### config.mk
export PLATFORM = sky130hd
export DESIGN_NAME = spi_req_arbiter_flat
export DESIGN_NICKNAME = d
export VERILOG_FILES = /design/src/rtl/spi_arb_pkg.sv /design/src/rtl/spi_req_arbiter_if.sv /design/src/rtl/spi_rr_picker.sv /design/src/rtl/spi_req_arbiter.sv /design/src/flat_wrapper.sv
export SDC_FILE = /design/constraint.sdc
export NUM_CORES = 1
export LEC_CHECK = 0
export CAP_MARGIN = 15
export CORE_ASPECT_RATIO = 0.6
export CORE_UTILIZATION = 41
export CTS_BUF_LIST = sky130_fd_sc_hd__clkbuf_8
export DETAILED_ROUTE_END_ITERATION = 8
export PLACE_DENSITY = 0.77
export SETUP_SLACK_MARGIN = 0.15
export SLEW_MARGIN = 20
export SYNTH_ARGS = -nofsm -noshare
export SYNTH_HDL_FRONTEND = slang
export SYNTH_SLANG_ARGS = --single-unit
### constraint.sdc
create_clock -name clk -period 9.4 [get_ports clk]
set_input_delay 1.41 -clock clk [delete_from_list [all_inputs] [get_ports clk]]
set_output_delay 1.41 -clock clk [all_outputs]
set_load 0.1 [all_outputs]
### src/rtl/spi_arb_pkg.sv
// Shared definitions for the SPI request arbiter.
// Contents: arbiter FSM state encoding, default SPI word width, round-robin pointer helper.
package spi_arb_pkg;

  localparam int unsigned SPI_DATA_W = 12;

  typedef enum logic [1:0] {
    StIdle   = 2'd0,
    StLaunch = 2'd1,
    StBusy   = 2'd2
  } arb_state_e;

  // Pointer value after serving client idx: the client just above it, wrapping at n.
  function automatic int unsigned rr_next(input int unsigned idx, input int unsigned n);
    return (idx + 1 >= n) ? 0 : idx + 1;
  endfunction

endpackage

### src/rtl/spi_req_arbiter_if.sv
// Link between the arbiter and the shared SPI master.
// Signals:
//   spi_start  arbiter -> master  start request, held until the master drops cs
//   spi_din    arbiter -> master  word to shift out, stable for the whole transaction
//   spi_cs     master -> arbiter  chip select, low while a frame is in progress
//   spi_done   master -> arbiter  completion level, roughly one sclk period long
// Modports: master = the side that issues start (the arbiter), slave = the SPI master block.
interface spi_req_arbiter_if #(
  parameter int unsigned DATA_W = 12
);

  logic              spi_start;
  logic [DATA_W-1:0] spi_din;
  logic              spi_cs;
  logic              spi_done;

  modport master (
    output spi_start,
    output spi_din,
    input  spi_cs,
    input  spi_done
  );

  modport slave (
    input  spi_start,
    input  spi_din,
    output spi_cs,
    output spi_done
  );

endinterface

### src/rtl/spi_rr_picker.sv
// Combinational round-robin picker.
// Ports:
//   req  in   NUM_REQ  request vector
//   ptr  in   IdxW     highest-priority position for this pick
//   win  out  NUM_REQ  one-hot winner (all zero when no request)
//   idx  out  IdxW     binary index of the winner
//   any  out  1        at least one request present
// The lowest request index at or after ptr wins, searching upward with wrap.
module spi_rr_picker #(
  parameter int unsigned NUM_REQ = 4,
  parameter int unsigned IdxW    = $clog2(NUM_REQ)
) (
  input  logic [NUM_REQ-1:0] req,
  input  logic [IdxW-1:0]    ptr,
  output logic [NUM_REQ-1:0] win,
  output logic [IdxW-1:0]    idx,
  output logic               any
);

  int unsigned      pos;
  logic [IdxW-1:0]  cand;

  // Walk the offsets from farthest to nearest so the nearest hit is written last.
  always_comb begin
    win  = '0;
    idx  = '0;
    pos  = 0;
    cand = '0;
    any  = |req;
    for (int k = NUM_REQ - 1; k >= 0; k--) begin
      pos  = (32'(ptr) + 32'(k)) % NUM_REQ;
      cand = IdxW'(pos);
      if (req[cand]) begin
        win       = '0;
        win[cand] = 1'b1;
        idx       = cand;
      end
    end
  end

endmodule

### src/rtl/spi_req_arbiter.sv
// Round-robin arbiter sharing one SPI master among NUM_REQ clients.
// Latches the winner's word, holds start until the master drops cs, then waits for the
// rising edge of done and pulses ack to the granted client.
// Ports:
//   clk, rst_n  clock and synchronous active-low reset
//   req         level request per client
//   req_data    client words, client i at [i*DATA_W +: DATA_W]
//   gnt         one-hot grant held for the whole transaction
//   ack         one-cycle completion pulse to the granted client
//   err         one-cycle timeout pulse, coincident with ack
//   busy        high while a transaction is being launched or is in flight
//   spi         master-side link to the SPI master (start/din/cs/done)
// Build option: define SPI_ARB_TIMEOUT_EN to abort a transaction that has not completed
// TIMEOUT_CYCLES cycles after its grant; undefined, err stays low and the arbiter waits forever.
module spi_req_arbiter
  import spi_arb_pkg::*;
#(
  parameter int unsigned NUM_REQ        = 4,
  parameter int unsigned DATA_W         = SPI_DATA_W,
  parameter int unsigned TIMEOUT_CYCLES = 1024
) (
  input  logic                      clk,
  input  logic                      rst_n,
  input  logic [NUM_REQ-1:0]        req,
  input  logic [NUM_REQ*DATA_W-1:0] req_data,
  output logic [NUM_REQ-1:0]        gnt,
  output logic [NUM_REQ-1:0]        ack,
  output logic                      err,
  output logic                      busy,
  spi_req_arbiter_if.master         spi
);

  localparam int unsigned IdxW = $clog2(NUM_REQ);

  if (NUM_REQ < 2 || NUM_REQ > 8) begin : gen_bad_num_req
    $error("spi_req_arbiter: NUM_REQ must be within 2..8");
  end
  if (TIMEOUT_CYCLES < 2) begin : gen_bad_timeout
    $error("spi_req_arbiter: TIMEOUT_CYCLES must be at least 2");
  end

  arb_state_e        state_q, state_d;
  logic [NUM_REQ-1:0] gnt_q, gnt_d;
  logic [NUM_REQ-1:0] ack_q, ack_d;
  logic              err_q, err_d;
  logic              start_q, start_d;
  logic [DATA_W-1:0] din_q, din_d;
  logic [IdxW-1:0]   ptr_q, ptr_d;
  logic [IdxW-1:0]   widx_q, widx_d;
  logic              done_q;
  logic              done_rise;
  logic              timeout_hit;
  logic              xfer_end;

  logic [NUM_REQ-1:0] pick_win;
  logic [IdxW-1:0]    pick_idx;
  logic               pick_any;

  spi_rr_picker #(
    .NUM_REQ (NUM_REQ),
    .IdxW    (IdxW)
  ) u_picker (
    .req (req),
    .ptr (ptr_q),
    .win (pick_win),
    .idx (pick_idx),
    .any (pick_any)
  );

  assign done_rise = spi.spi_done & ~done_q;

`ifdef SPI_ARB_TIMEOUT_EN
  localparam int unsigned CntW = $clog2(TIMEOUT_CYCLES);

  logic [CntW-1:0] cnt_q;

  // Held at zero while idle, so it reads 0 in the first cycle after the grant.
  always_ff @(posedge clk) begin
    if (!rst_n) begin
      cnt_q <= '0;
    end else if (state_q == StIdle) begin
      cnt_q <= '0;
    end else begin
      cnt_q <= cnt_q + 1'b1;
    end
  end

  // A done edge in the same cycle completes normally instead of timing out.
  assign timeout_hit = (state_q != StIdle) && (cnt_q == CntW'(TIMEOUT_CYCLES - 1)) &&
                       !((state_q == StBusy) && done_rise);
`else
  assign timeout_hit = 1'b0;
`endif

  assign xfer_end = ((state_q == StBusy) && done_rise) || timeout_hit;

  always_comb begin
    state_d = state_q;
    gnt_d   = gnt_q;
    ack_d   = '0;
    err_d   = 1'b0;
    start_d = start_q;
    din_d   = din_q;
    ptr_d   = ptr_q;
    widx_d  = widx_q;

    unique case (state_q)
      StIdle: begin
        // cs low means the master is still finishing a frame (e.g. one cut short by reset).
        if (pick_any && spi.spi_cs) begin
          gnt_d   = pick_win;
          din_d   = req_data[32'(pick_idx) * DATA_W +: DATA_W];
          start_d = 1'b1;
          widx_d  = pick_idx;
          state_d = StLaunch;
        end
      end
      StLaunch: begin
        if (!spi.spi_cs) begin
          start_d = 1'b0;
          state_d = StBusy;
        end
      end
      StBusy: begin
      end
      default: state_d = StIdle;
    endcase

    if (xfer_end) begin
      start_d = 1'b0;
      gnt_d   = '0;
      ack_d   = gnt_q;
      err_d   = timeout_hit;
      ptr_d   = IdxW'(rr_next(32'(widx_q), NUM_REQ));
      state_d = StIdle;
    end
  end

  always_ff @(posedge clk) begin
    if (!rst_n) begin
      state_q <= StIdle;
      gnt_q   <= '0;
      ack_q   <= '0;
      err_q   <= 1'b0;
      start_q <= 1'b0;
      din_q   <= '0;
      ptr_q   <= '0;
      widx_q  <= '0;
      done_q  <= 1'b0;
    end else begin
      state_q <= state_d;
      gnt_q   <= gnt_d;
      ack_q   <= ack_d;
      err_q   <= err_d;
      start_q <= start_d;
      din_q   <= din_d;
      ptr_q   <= ptr_d;
      widx_q  <= widx_d;
      done_q  <= spi.spi_done;
    end
  end

  assign gnt           = gnt_q;
  assign ack           = ack_q;
  assign err           = err_q;
  assign busy          = (state_q != StIdle);
  assign spi.spi_start = start_q;
  assign spi.spi_din   = din_q;

endmodule

### src/flat_wrapper.sv
// flat-port wrapper written by rule: the top's interface ports become plain ports
module spi_req_arbiter_flat import spi_arb_pkg::*;
#(
  parameter int unsigned NUM_REQ        = 4,
  parameter int unsigned DATA_W         = SPI_DATA_W,
  parameter int unsigned TIMEOUT_CYCLES = 1024
)
  (clk, rst_n, req, req_data, gnt, ack, err, busy, spi_spi_start, spi_spi_din, spi_spi_cs, spi_spi_done);
  spi_req_arbiter_if #(.DATA_W(DATA_W)) spi_i ();
  input  logic clk;
  input  logic rst_n;
  input  logic [NUM_REQ-1:0] req;
  input  logic [NUM_REQ*DATA_W-1:0] req_data;
  output logic [NUM_REQ-1:0] gnt;
  output logic [NUM_REQ-1:0] ack;
  output logic err;
  output logic busy;
  output wire logic [$bits(spi_i.spi_start)-1:0] spi_spi_start;
  output wire logic [$bits(spi_i.spi_din)-1:0] spi_spi_din;
  input wire logic [$bits(spi_i.spi_cs)-1:0] spi_spi_cs;
  input wire logic [$bits(spi_i.spi_done)-1:0] spi_spi_done;
  assign spi_spi_start = spi_i.spi_start;
  assign spi_spi_din = spi_i.spi_din;
  assign spi_i.spi_cs = spi_spi_cs;
  assign spi_i.spi_done = spi_spi_done;
  spi_req_arbiter #(.NUM_REQ(NUM_REQ), .DATA_W(DATA_W), .TIMEOUT_CYCLES(TIMEOUT_CYCLES)) u_core (.clk(clk), .rst_n(rst_n), .req(req), .req_data(req_data), .gnt(gnt), .ack(ack), .err(err), .busy(busy), .spi(spi_i));
endmodule
# After elaboration in Yosys (flattened, before gate mapping)

Cells that the tools add are included.

Multiply operators: 1
Multiplexer cells: 31
$add $sub $neg: 4
$lt $le $gt $ge: 9
Divide/modulo/power cells: 0
Reductions and logical operators: 15
Bitwise logic cells: 4
Eq/ne operators: 4
Shift-type cells: 1

Operators with widths:

| kind                                                                                | number |
|---|---|
| 48-bit by 7-bit indexed part select with 12-bit output                              | 1 |
| 4-bit two-way mux                                                                   | 4 |
| 2-bit two-way mux                                                                   | 7 |
| 2-bit by 3-bit less-than comparator with 1-bit output, second input constant        | 4 |
| 1-bit two-way mux                                                                   | 10 |
| 1-bit binary-select mux with 2-bit select                                           | 4 |
| 1-bit demux with 2-bit select                                                       | 4 |
| 2-bit by 1-bit greater-or-equal comparator with 1-bit output, second input constant | 4 |
| 1-bit logical AND                                                                   | 6 |
| 2-bit one-hot mux with 3 select lines                                               | 1 |
| 3-bit AND reduction                                                                 | 2 |
| 2-bit adder, second input constant                                                  | 2 |
| 2-bit by 2-bit multiplier with 4-bit output, second input constant                  | 1 |
| 2-bit AND reduction                                                                 | 2 |
| 2-bit nonzero test                                                                  | 2 |
| 4-bit OR reduction                                                                  | 1 |
| 2-bit by 1-bit adder with 3-bit output, second input constant                       | 1 |
| 3-bit greater-or-equal comparator, second input constant                            | 1 |
| 1-bit inverter                                                                      | 3 |
| 2-bit by 1-bit adder with 2-bit output, second input constant                       | 1 |
| 2-bit by 1-bit == test with 1-bit output, second input constant                     | 1 |
| 2-bit == test, second input constant                                                | 1 |
| 2-bit logical NOT                                                                   | 1 |
| 2-bit by 1-bit inequality test with 1-bit output, second input constant             | 1 |
| 4 further kinds                                                                     | 4 |

Output and inout bits: 23
Memories: 0
RAM bits: 0
Input port bits: 56
Word-level logic and storage cells: 77
Register bits: 28
Memory bits (read-only): 0
Bits in latches: 0

# Depth between registers and ports, before layout

Gate-level depths: netlist (run 1).

Depth after elaboration: 9
Depth in mapped cells: 13
Depth with buffers taken out: 8

# Hierarchy

A second synthesis (run 1) with hierarchy kept.

Cells, all modules: 177
Area total of the unflattened synthesis: 1831.8 um^2

By module, submodules not included:

| module          | instances | sequential area each (um^2) | cells each | area an instance (um^2) |
|---|---|---|---|---|
| spi_req_arbiter | 1         | 560.5                       | 110        | 1301.2 |
| spi_rr_picker   | 1         | 0.0                         | 67         | 530.5 |

# Worst setup path after synthesis (run 1)

Ideal clock, no wire load.

Path type: in2reg
From: input req[2]
To: register u_core.din_q[0], in the netlist u_core.spi.spi_din[0]
Stages: 8
Setup time: 133 ps
Arrival time: 2942 ps
Path slack: 6325 ps
Buffers on the path: 2
Data required time: 9267 ps
Path through: mux4_2 > o21bai_4 > and3_4 > buf_6 > nor2_8 > buf_8 > mux2i_1 > o221ai_1

Cells in the longest elaborated chain, start to end: 8
Elaborated cells between the ends (all ways): 17
Those cells by class: mul (1); shift (1); mux (12); reduce/logical (3)

RTL lines:

| what                                                   | RTL line               | text |
|---|---|---|
| from (decl)                                            | flat_wrapper.sv:12     | `input logic [NUM_REQ-1:0] req;` |
| 1-bit binary-select mux with 2-bit select              | spi_rr_picker.sv:33    | `if (req[cand]) begin` |
| 1-bit two-way mux (implied by the code)                | spi_rr_picker.sv:33    |  |
| 2-bit two-way mux (4 in series)                        | spi_rr_picker.sv:33    |  |
| 2-bit by 2-bit multiplier with 4-bit output            | spi_req_arbiter.sv:112 | `din_d = req_data[32'(pick_idx) * DATA_W +: DATA_W];` |
| 48-bit by 7-bit indexed part select with 12-bit output | spi_req_arbiter.sv:112 |  |
| to (signal assigned)                                   | spi_req_arbiter.sv:156 | `din_q <= din_d;` |
| to (decl)                                              | spi_req_arbiter.sv:47  | `logic [DATA_W-1:0] din_q, din_d;` |

Parallel ways exist; a longest one is shown, timed or not. The select of a mux whose other input is x is not followed.
A chain may end at the register's enable or synchronous reset.

# Worst setup path in the final report (run 1)

From: register u_core.ptr_q[0]
To: register u_core.din_q[8], in the netlist u_core.spi.spi_din[8]

Cells in the longest elaborated chain, start to end: 9
Elaborated cells between the ends (all ways): 17
Those cells by class: add/sub (3); mul (1); shift (1); mux (12)

RTL lines:

| what                                                       | RTL line               | text |
|---|---|---|
| from (decl)                                                | spi_req_arbiter.sv:48  | `logic [IdxW-1:0] ptr_q, ptr_d;` |
| from (signal assigned)                                     | spi_req_arbiter.sv:157 | `ptr_q <= ptr_d;` |
| 2-bit adder                                                | spi_rr_picker.sv:31    | `pos = (32'(ptr) + 32'(k)) % NUM_REQ;` |
| 1-bit binary-select mux with 2-bit select                  | spi_rr_picker.sv:33    |  |
| 1-bit two-way mux (implied by the code)                    | spi_rr_picker.sv:33    |  |
| 2-bit two-way mux (3 in series)                            | spi_rr_picker.sv:33    |  |
| 2-bit two-way mux (*)                                      | spi_rr_picker.sv:33    |  |
| 2-bit by 2-bit multiplier with 4-bit output (*)            | spi_req_arbiter.sv:112 |  |
| 48-bit by 7-bit indexed part select with 12-bit output (*) | spi_req_arbiter.sv:112 |  |

Mark *: on every way between the ends. The rest lies on a longest branch, timed or not. The select of a mux whose other input is x is not followed.

==> flow_summary.html, run 1 <==
<table>
<tr><th>Metric</th><th>Value</th></tr>
<tr><th colspan="2">Run status</th></tr>
<tr><td>Status</td><td>finished clean</td></tr>
<tr><th colspan="2">Clock tree</th></tr>
<tr><td>Number of sinks on the clock net</td><td>28</td></tr>
<tr><td>Clock-pin transition on the worst setup and hold timing paths</td><td>0.09 ns</td></tr>
<tr><td>Source-to-sink clock delay at the later pin of the worst-skew pair</td><td>0.27 ns</td></tr>
<tr><td>Clk Tree Root Cell</td><td>clkbuf_8</td></tr>
<tr><td>Clock Tree Buf Depth</td><td>2</td></tr>
<tr><td>Number of gates resized after CTS</td><td>0</td></tr>
<tr><td>Number of hold buffers added after cts</td><td>0</td></tr>
<tr><td>Number of H-tree levels</td><td>1</td></tr>
<tr><td>Post-CTS Setup Repair Bufs</td><td>0</td></tr>
<tr><td>Clock buffer count from CTS</td><td>3</td></tr>
<tr><td>CTS tree</td><td>yes</td></tr>
<tr><th colspan="2">Power and ir drop</th></tr>
<tr><td>Part of the power in registers</td><td>a little under two fifths</td></tr>
<tr><td>Total power draw</td><td>0.364 mW</td></tr>
<tr><td>Static power due to leakage</td><td>roughly 1.1 nW</td></tr>
<tr><td>Peak ir drop on the vdd network</td><td>0.0000907 V</td></tr>
<tr><td>Switching part of the total</td><td>40.5%</td></tr>
<tr><td>Sw power</td><td>0.147 mW</td></tr>
<tr><td>Combinational fraction of design power</td><td>45.5%</td></tr>
<tr><td>Power per Cell Area</td><td>124 nW/um^2</td></tr>
<tr><td>Internal power of the cells</td><td>~0.22 mW</td></tr>
<tr><td>Part of the power in the clock network</td><td>17.7%</td></tr>
<tr><th colspan="2">Hold path</th></tr>
<tr><td>Type of the tightest min-delay check</td><td>reg -&gt; reg</td></tr>
<tr><th colspan="2">STA</th></tr>
<tr><td>Unrepaired setup endpoints after global routing</td><td>false</td></tr>
<tr><td>Fin crit period</td><td>4.16 ns</td></tr>
<tr><td>Worst slew pin tran</td><td>1.01 ns</td></tr>
<tr><td>Final worst-path cycle share</td><td>between 40% and 50%</td></tr>
<tr><td>Final hold slack</td><td>0.501 ns</td></tr>
<tr><td>Sum of negative setup slack</td><td>0 ns</td></tr>
<tr><td>Final setup violation count</td><td>0</td></tr>
<tr><td>Final worst setup slack</td><td>between 5 and 6 ns</td></tr>
<tr><td>FMAX</td><td>approximately 240 MHz</td></tr>
<tr><td>Max-Slew Margin vs Limit</td><td>around a third</td></tr>
<tr><td>Hold Fails Final Rpt</td><td>0</td></tr>
<tr><td>Fin. max-slew vios</td><td>0</td></tr>
<tr><td>Worst clock skew on the final layout</td><td>0.00600 ns</td></tr>
<tr><th colspan="2">Synth</th></tr>
<tr><td>Number of instances in the synthesized netlist</td><td>251</td></tr>
<tr><td>Share of the synthesized area in the top cell type</td><td>26.2%</td></tr>
<tr><td>Sequential area share after synthesis</td><td>a little over a quarter</td></tr>
<tr><td>Area contributors post-synth</td><td>dfxtp_1 (26%), mux2i_1 (8.4%), ha_1 (5.3%)</td></tr>
<tr><td>Async set or reset register ratio after synthesis</td><td>0%</td></tr>
<tr><td>Post-synthesis cell type with the largest combined area</td><td>dfxtp_1</td></tr>
<tr><td>YS warnings</td><td>0</td></tr>
<tr><td>Leading register cell type out of synthesis</td><td>dfxtp_1</td></tr>
<tr><td>Post-Synthesis Cell Area</td><td>between 2000 and 2500 sq um</td></tr>
<tr><td>Synthesized net count</td><td>316</td></tr>
<tr><td>Mean cell area of the mapped netlist</td><td>8.52 sq um</td></tr>
<tr><td>Post-synth EDFFs</td><td>0</td></tr>
<tr><td>Synthesized flop and latch total</td><td>28</td></tr>
<tr><td>Post-synthesis cell type count</td><td>47</td></tr>
<tr><th colspan="2">Floorplan</th></tr>
<tr><td>Chip Height</td><td>58.0 microns</td></tr>
<tr><td># IOs</td><td>79</td></tr>
<tr><td>Horizontal extent of the die</td><td>95.3 microns</td></tr>
<tr><td>Initial cell density of the core</td><td>between 40 and 50%</td></tr>
<tr><td>Total die area</td><td>5520 sq um</td></tr>
<tr><td>Core area</td><td>4780 sq um</td></tr>
<tr><td>Core Rows</td><td>19</td></tr>
<tr><th colspan="2">Route</th></tr>
<tr><td>Total via count in the routed design</td><td>2242</td></tr>
<tr><td>Post-route ant nets</td><td>0</td></tr>
<tr><td>Number of detailed-route iterations in the first pass</td><td>4</td></tr>
<tr><td>Drt total wl</td><td>~6100 microns</td></tr>
<tr><td>Average wire per standard cell</td><td>16.1 microns</td></tr>
<tr><td>DRC Markers</td><td>0</td></tr>
<tr><td>Drt initial violations</td><td>96</td></tr>
<tr><td>Avg Vias per Cell</td><td>slightly below 6</td></tr>
<tr><th colspan="2">Place</th></tr>
<tr><td>Half-perimeter wire length after placement</td><td>about 4500 microns</td></tr>
<tr><td># port buffers</td><td>77</td></tr>
<tr><td>GPL Wtd Cong</td><td>0.933</td></tr>
<tr><td>Worst slack after detailed placement</td><td>5.28 ns</td></tr>
<tr><th colspan="2">Worst setup path</th></tr>
<tr><td>Worst EP required</td><td>9.55 ns</td></tr>
<tr><td>Capturing element type of the critical path</td><td>register</td></tr>
<tr><td>Arr. time, crit path</td><td>between 4 and 5 ns</td></tr>
<tr><td>Setup slack on the worst flop-to-flop path</td><td>5.24 ns</td></tr>
<tr><td>Kind of critical path</td><td>reg -&gt; reg</td></tr>
<tr><td>Launching element type of the critical path</td><td>register</td></tr>
<tr><td>Crit-path max FO</td><td>23</td></tr>
<tr><th colspan="2">Global routing</th></tr>
<tr><td>Routing layer with the top usage in global route</td><td>met2</td></tr>
<tr><td>Global-route wire length before repair</td><td>between 10000 and 15000 microns</td></tr>
<tr><td>Number of global-route vias before repair</td><td>~2100</td></tr>
<tr><td>Met1 capacity usage during global routing</td><td>32.6%</td></tr>
<tr><td>Residual overflow from global routing</td><td>0</td></tr>
<tr><td>Largest net degree at the start of global routing</td><td>27</td></tr>
<tr><td>Number of antenna violations at the first check in global routing</td><td>0</td></tr>
<tr><td>Grt met3 use</td><td>under 10%</td></tr>
<tr><td>Global router's overall resource usage</td><td>23.8%</td></tr>
<tr><td>GR Util met2</td><td>37.6%</td></tr>
<tr><th colspan="2">Final layout</th></tr>
<tr><td>Leading cell types in the layout, fill and taps excluded</td><td>clkdlybuf4s50_1 (77), dfxtp_1 (28), nand2_1 (26)</td></tr>
<tr><td>Area added between synthesis and finish</td><td>37.5%</td></tr>
<tr><td>Ant. Diodes</td><td>0</td></tr>
<tr><td>Share of cells above drive strength 1</td><td>6.67%</td></tr>
<tr><td>Most common cell after layout, fill and taps aside</td><td>clkdlybuf4s50_1</td></tr>
<tr><td>NumNets Final</td><td>382</td></tr>
<tr><th colspan="2">Run</th></tr>
<tr><td>Total of max-cap violations</td><td>0</td></tr>
</table>
layer usage:
metal / part of all wire [%] / up-vias
met1: 47 / 1065
met3: 7.8 / 7
met2: 44 / 85
li1: - / 1085
met5: 0 / -
met4: 0.87 / 0
power by group through the flow:
| stage | Clock, mW | Combinational, mW | Sequential (mW) |
|---|---|---|---|
| floorplan | 0 | 0.0641 | 0.186 |
| global placement | 0 | 0.163 | 0.136 |
| detailed placement | 0 | 0.164 | 0.136 |
| CTS | 0.0664 | 0.165 | 0.134 |
| global route | 0.0718 | 0.176 | 0.135 |
| finish | 0.0645 | 0.165 | 0.134 |
per-stage QoR:
stage | util (%) | cells | cell area, sq um
global route | 61.6 | 378 | 2940
detailed placement | 60.7 | 375 | 2900
CTS | 61.6 | 378 | 2940
global placement | 60.7 | 375 | 2900
floorplan | - | 251 | 2140
finish | 61.6 | 378 | 2940
sequential cells by signal (all words and copies together), names as in the netlist:
register and cells:
u_core.spi.spi_din 12, u_core.ack 4, u_core.gnt 4, u_core.ptr_q 2, u_core.state_q 2, u_core.widx_q 2
u_core.done_q 1, u_core.spi.spi_start 1
Yosys cell counts (all sizes together) (5+ instances only):
master	n
clkbuf	10
ha	9
o221ai	7
nand2	26
buf	8
nor2	14
a21oi	14
dfxtp	28
o21ai	14
mux2	6
nand3	20
and3	5
mux2i	19
a211oi	7
a221oi	5
o211ai	7
a21o	5
worst max-delay path, cell delays in order (launching register included):
cell and delay (ns):
dfxtp_1 0.94, inv_1 0.60, ha_1 0.62, mux4_2 0.48, nand2b_1 0.41, a21oi_1 0.51, nor2_8 0.13, mux2i_1 0.20
o221ai_1 0.14
cell type report:
class                           count  area [sq um]
Fill cell                         432          1840
Multi-Input combinational cell    203          1470
Timing Repair Buffer               79           786
Sequential cell                    28           561
Tap cell                           63          78.8
Clock buffer                        3          41.3
Inverter                            2          7.51
path summary, 6_finish.rpt:
kind              depth (start not counted)                                  to                               start
setup / recovery                          8  u_core.spi.spi_din[8]$_SDFFE_PN0P_        u_core.ptr_q[0]$_SDFFE_PN0P_
hold / removal                            2  u_core.spi.spi_din[7]$_SDFFE_PN0P_  u_core.spi.spi_din[7]$_SDFFE_PN0P_
setup reg to reg                          8  u_core.spi.spi_din[8]$_SDFFE_PN0P_        u_core.ptr_q[0]$_SDFFE_PN0P_
hold reg to reg                           2  u_core.spi.spi_din[7]$_SDFFE_PN0P_  u_core.spi.spi_din[7]$_SDFFE_PN0P_
cell families after synthesis:
kind of cell / synth area share, %
muxes: 14.5
other: 0.175
AOI/OAI and AO/OA: 29.1
DFF: 26.2
buffers and inverters: 5.15
and+or+nand+nor: 19.6
adders and majority gates: 5.26
Note: power is estimated with default switching activity, not from simulation.
==> run 2, diff against run 1 <==
--- a/config.mk
+++ b/config.mk
@@ -10,7 +10,7 @@
 export CORE_UTILIZATION = 41
 export CTS_BUF_LIST = sky130_fd_sc_hd__clkbuf_8
 export DETAILED_ROUTE_END_ITERATION = 8
-export PLACE_DENSITY = 0.77
+export PLACE_DENSITY = 0.8
 export SETUP_SLACK_MARGIN = 0.15
 export SLEW_MARGIN = 20
 export SYNTH_ARGS = -nofsm -noshare
==> constraint.sdc (replaced) <==
create_clock -name clk -period 3.45 [get_ports clk]
set_input_delay 0.5175 -clock clk [delete_from_list [all_inputs] [get_ports clk]]
set_output_delay 0.5175 -clock clk [all_outputs]
set_load 0.1 [all_outputs]
==> run 2 against run 1 <==
  * Clock skew fell by 0.0035 ns
  * Global-route usage fell by 1.2 points
  * Clock power increased to 4.0 times the previous value
  * Die area did not move
  * Count of clock-buffer cells in the layout stayed put
  * Sequential power increased to 2.7 times the previous value
  * Critical endpoint is now u_core.spi.spi_din[4]$_SDFFE_PN0P_
  * Largest cell class unchanged
==> flow_summary.html, run 2 (same netlist as run 1, synthesis figures left out) <==
<table>
<tr><th>Metric</th><th>Value</th></tr>
<tr><th colspan="2">STA</th></tr>
<tr><td>Final setup violation count</td><td>0</td></tr>
<tr><td>Fin. max-slew vios</td><td>0</td></tr>
<tr><td>Fin crit period</td><td>2.97 ns</td></tr>
<tr><td>Hold Fails Final Rpt</td><td>0</td></tr>
<tr><td>Worst clock skew on the final layout</td><td>approximately 0.0025 ns</td></tr>
<tr><td>FMAX</td><td>337 MHz</td></tr>
<tr><td>Max-Slew Margin vs Limit</td><td>34.0%</td></tr>
<tr><td>Worst slew pin tran</td><td>0.987 ns</td></tr>
<tr><td>Final worst-path cycle share</td><td>a little under nine tenths</td></tr>
<tr><td>Unrepaired setup endpoints after global routing</td><td>false</td></tr>
<tr><td>Sum of negative setup slack</td><td>0 ns</td></tr>
<tr><th colspan="2">Power and ir drop</th></tr>
<tr><td>Combinational fraction of design power</td><td>42.4%</td></tr>
<tr><td>Part of the power in registers</td><td>33.5%</td></tr>
<tr><td>Sw power</td><td>0.408 mW</td></tr>
<tr><td>Static power due to leakage</td><td>1.19 nW</td></tr>
<tr><td>Peak ir drop on the vdd network</td><td>0.000248 V</td></tr>
<tr><td>Part of the power in the clock network</td><td>~24%</td></tr>
<tr><td>Switching part of the total</td><td>37.8%</td></tr>
<tr><td>Internal power of the cells</td><td>0.672 mW</td></tr>
<tr><td>Power per Cell Area</td><td>357 nW/um^2</td></tr>
<tr><td>Total power draw</td><td>1.08 mW</td></tr>
<tr><th colspan="2">Clock tree</th></tr>
<tr><td>Clock Tree Buf Depth</td><td>2</td></tr>
<tr><td>CTS tree</td><td>yes</td></tr>
<tr><td>Number of sinks on the clock net</td><td>28</td></tr>
<tr><td>Number of gates resized after CTS</td><td>0</td></tr>
<tr><td>Source-to-sink clock delay at the later pin of the worst-skew pair</td><td>0.28 ns</td></tr>
<tr><td>Clock-pin transition on the worst setup and hold timing paths</td><td>0.10 ns</td></tr>
<tr><td>Clock buffer count from CTS</td><td>3</td></tr>
<tr><td>Post-CTS Setup Repair Bufs</td><td>0</td></tr>
<tr><td>Number of hold buffers added after cts</td><td>0</td></tr>
<tr><td>Number of H-tree levels</td><td>1</td></tr>
<tr><td>Clk Tree Root Cell</td><td>clkbuf_8</td></tr>
<tr><th colspan="2">Floorplan</th></tr>
<tr><td>Initial cell density of the core</td><td>44.8%</td></tr>
<tr><td>Total die area</td><td>5520 sq um</td></tr>
<tr><td>Core Rows</td><td>19</td></tr>
<tr><td># IOs</td><td>79</td></tr>
<tr><td>Core area</td><td>4780 sq um</td></tr>
<tr><td>Horizontal extent of the die</td><td>roughly 95 microns</td></tr>
<tr><td>Chip Height</td><td>58.0 microns</td></tr>
<tr><th colspan="2">Global routing</th></tr>
<tr><td>Residual overflow from global routing</td><td>0</td></tr>
<tr><td>Global router's overall resource usage</td><td>22.7%</td></tr>
<tr><td>Global-route wire length before repair</td><td>9800 microns</td></tr>
<tr><td>Largest net degree at the start of global routing</td><td>23</td></tr>
<tr><td>Number of global-route vias before repair</td><td>2064</td></tr>
<tr><td>Number of antenna violations at the first check in global routing</td><td>0</td></tr>
<tr><th colspan="2">Route</th></tr>
<tr><td>Average wire per standard cell</td><td>15.4 microns</td></tr>
<tr><td>DRC Markers</td><td>0</td></tr>
<tr><td>Drt initial violations</td><td>between 90 and 100</td></tr>
<tr><td>Avg Vias per Cell</td><td>5.88</td></tr>
<tr><td>Post-route ant nets</td><td>0</td></tr>
<tr><td>Number of detailed-route iterations in the first pass</td><td>4</td></tr>
<tr><td>Total via count in the routed design</td><td>between 2000 and 2500</td></tr>
<tr><td>Drt total wl</td><td>5920 microns</td></tr>
<tr><th colspan="2">Place</th></tr>
<tr><td># port buffers</td><td>77</td></tr>
<tr><td>Half-perimeter wire length after placement</td><td>4570 microns</td></tr>
<tr><td>GPL Wtd Cong</td><td>0.962</td></tr>
<tr><th colspan="2">Final layout</th></tr>
<tr><td>FILL cells</td><td>416</td></tr>
<tr><td>Area added between synthesis and finish</td><td>41.2%</td></tr>
<tr><td>Reg area</td><td>561 sq um</td></tr>
<tr><td>Number of flip-flops under the largest register name</td><td>12</td></tr>
<tr><td>Total area of multi-input combinational cells</td><td>approximately 1500 sq um</td></tr>
<tr><td>Share of cells above drive strength 1</td><td>~9%</td></tr>
<tr><td>Most common cell after layout, fill and taps aside</td><td>clkdlybuf4s50_1</td></tr>
<tr><td>Ant. Diodes</td><td>0</td></tr>
<tr><td>NumNets Final</td><td>388</td></tr>
<tr><td>Leading cell types in the layout, fill and taps excluded</td><td>clkdlybuf4s50_1 (77), dfxtp_1 (28), nand2_1 (26)</td></tr>
<tr><td>Final standard cell utilization of the core</td><td>63.2%</td></tr>
<tr><th colspan="2">Worst setup path</th></tr>
<tr><td>Worst EP required</td><td>3.63 ns</td></tr>
<tr><td>Critical Path Slowest Stage Cell</td><td>dfxtp_1</td></tr>
<tr><td>Largest incremental delay on the critical path</td><td>0.50 ns</td></tr>
<tr><td>Crit-path max FO</td><td>12</td></tr>
<tr><td>Launching element type of the critical path</td><td>register</td></tr>
<tr><td>Delay-heaviest family, CP</td><td>compound AO/OA/AOI/OAI gates</td></tr>
<tr><td>Arr. time, crit path</td><td>about 3.1 ns</td></tr>
<tr><td>Buffers and inverters on the worst path</td><td>1</td></tr>
<tr><td>Series of cell instances along the critical path</td><td>inv_1 -&gt; ha_1 -&gt; mux4_2 -&gt; o21bai_4 -&gt; nand3_1 -&gt; o21ai_0 -&gt; a211o_1 -&gt; a32o_1</td></tr>
<tr><td>Capturing element type of the critical path</td><td>register</td></tr>
<tr><td>Kind of critical path</td><td>reg -&gt; reg</td></tr>
<tr><th colspan="2">Run status</th></tr>
<tr><td>Status</td><td>finished clean</td></tr>
<tr><th colspan="2">Hold path</th></tr>
<tr><td>Type of the tightest min-delay check</td><td>reg -&gt; reg</td></tr>
<tr><th colspan="2">Run</th></tr>
<tr><td>Total of max-cap violations</td><td>0</td></tr>
</table>
==> run 2: cell types whose count changed in the layout (fill, tap and decap cells not counted), sizes merged <==
cell    delta
buf        +6
bufinv     +1
==> run 2: layer usage <==
| metal | track usage, % | vias to the layer above | wire (microns) |
|---|---|---|---|
| met5 | 0 | - | 0 |
| met4 | 2.38 | 0 | 19 |
| met3 | 4.46 | 4 | 472 |
| met2 | 36.3 | 99 | 2690 |
| met1 | 32.6 | 1058 | 2730 |
| li1 | - | 1102 | - |
==> run 2: power groups by stage <==
stage | combinational (mW) | clock [mW] | sequential (mW)
final | 0.458 | 0.260 | 0.362
after global routing | 0.486 | 0.279 | 0.365
after CTS | 0.457 | 0.263 | 0.362
after detailed placement | 0.456 | 0 | 0.369
after global placement | 0.451 | 0 | 0.368
after floorplan | 0.175 | 0 | 0.506
==> run 2: stage by stage <==
step / hold slack [ns] / instances / setup slack [ns] / area, sq um
floorplan: 0.484 / 251 / 0.439 / 2140
global placement: 0.468 / 381 / 0.468 / 2950
detailed placement: 0.477 / 381 / 0.353 / 2950
global route: 0.523 / 385 / 0.260 / 3020
finish: 0.497 / 385 / 0.484 / 3020
CTS: 0.496 / 385 / 0.356 / 3020
==> run 2: worst min-delay path, delay by kind of cell (launching register included) <==
| kind | cells | cell delay, ns |
|---|---|---|
| compound gates | 1 | 0.06 |
| flops | 1 | 0.34 |
| simple gates | 1 | 0.07 |
==> run 2: final cells by class <==
type | instances | area share, %
flip-flops and latches | 28 | 18.6
well taps | 63 | 2.61
clock inverters | 1 | 0.994
clock buffers | 3 | 1.37
inverters | 2 | 0.249
repair buffers | 85 | 27.5
multi-input cells | 203 | 48.7
==> run 2: worst paths after layout <==
path | start | end | slack, ns | depth (start not counted)
min reg2reg | u_core.spi.spi_din[0]$_SDFFE_PN0P_ | u_core.spi.spi_din[0]$_SDFFE_PN0P_ | 0.50 | 2
max reg2reg | u_core.ptr_q[1]$_SDFFE_PN0P_ | u_core.spi.spi_din[4]$_SDFFE_PN0P_ | 0.48 | 8
min | u_core.spi.spi_din[0]$_SDFFE_PN0P_ | u_core.spi.spi_din[0]$_SDFFE_PN0P_ | 0.50 | 2
max | u_core.ptr_q[1]$_SDFFE_PN0P_ | u_core.spi.spi_din[4]$_SDFFE_PN0P_ | 0.48 | 8
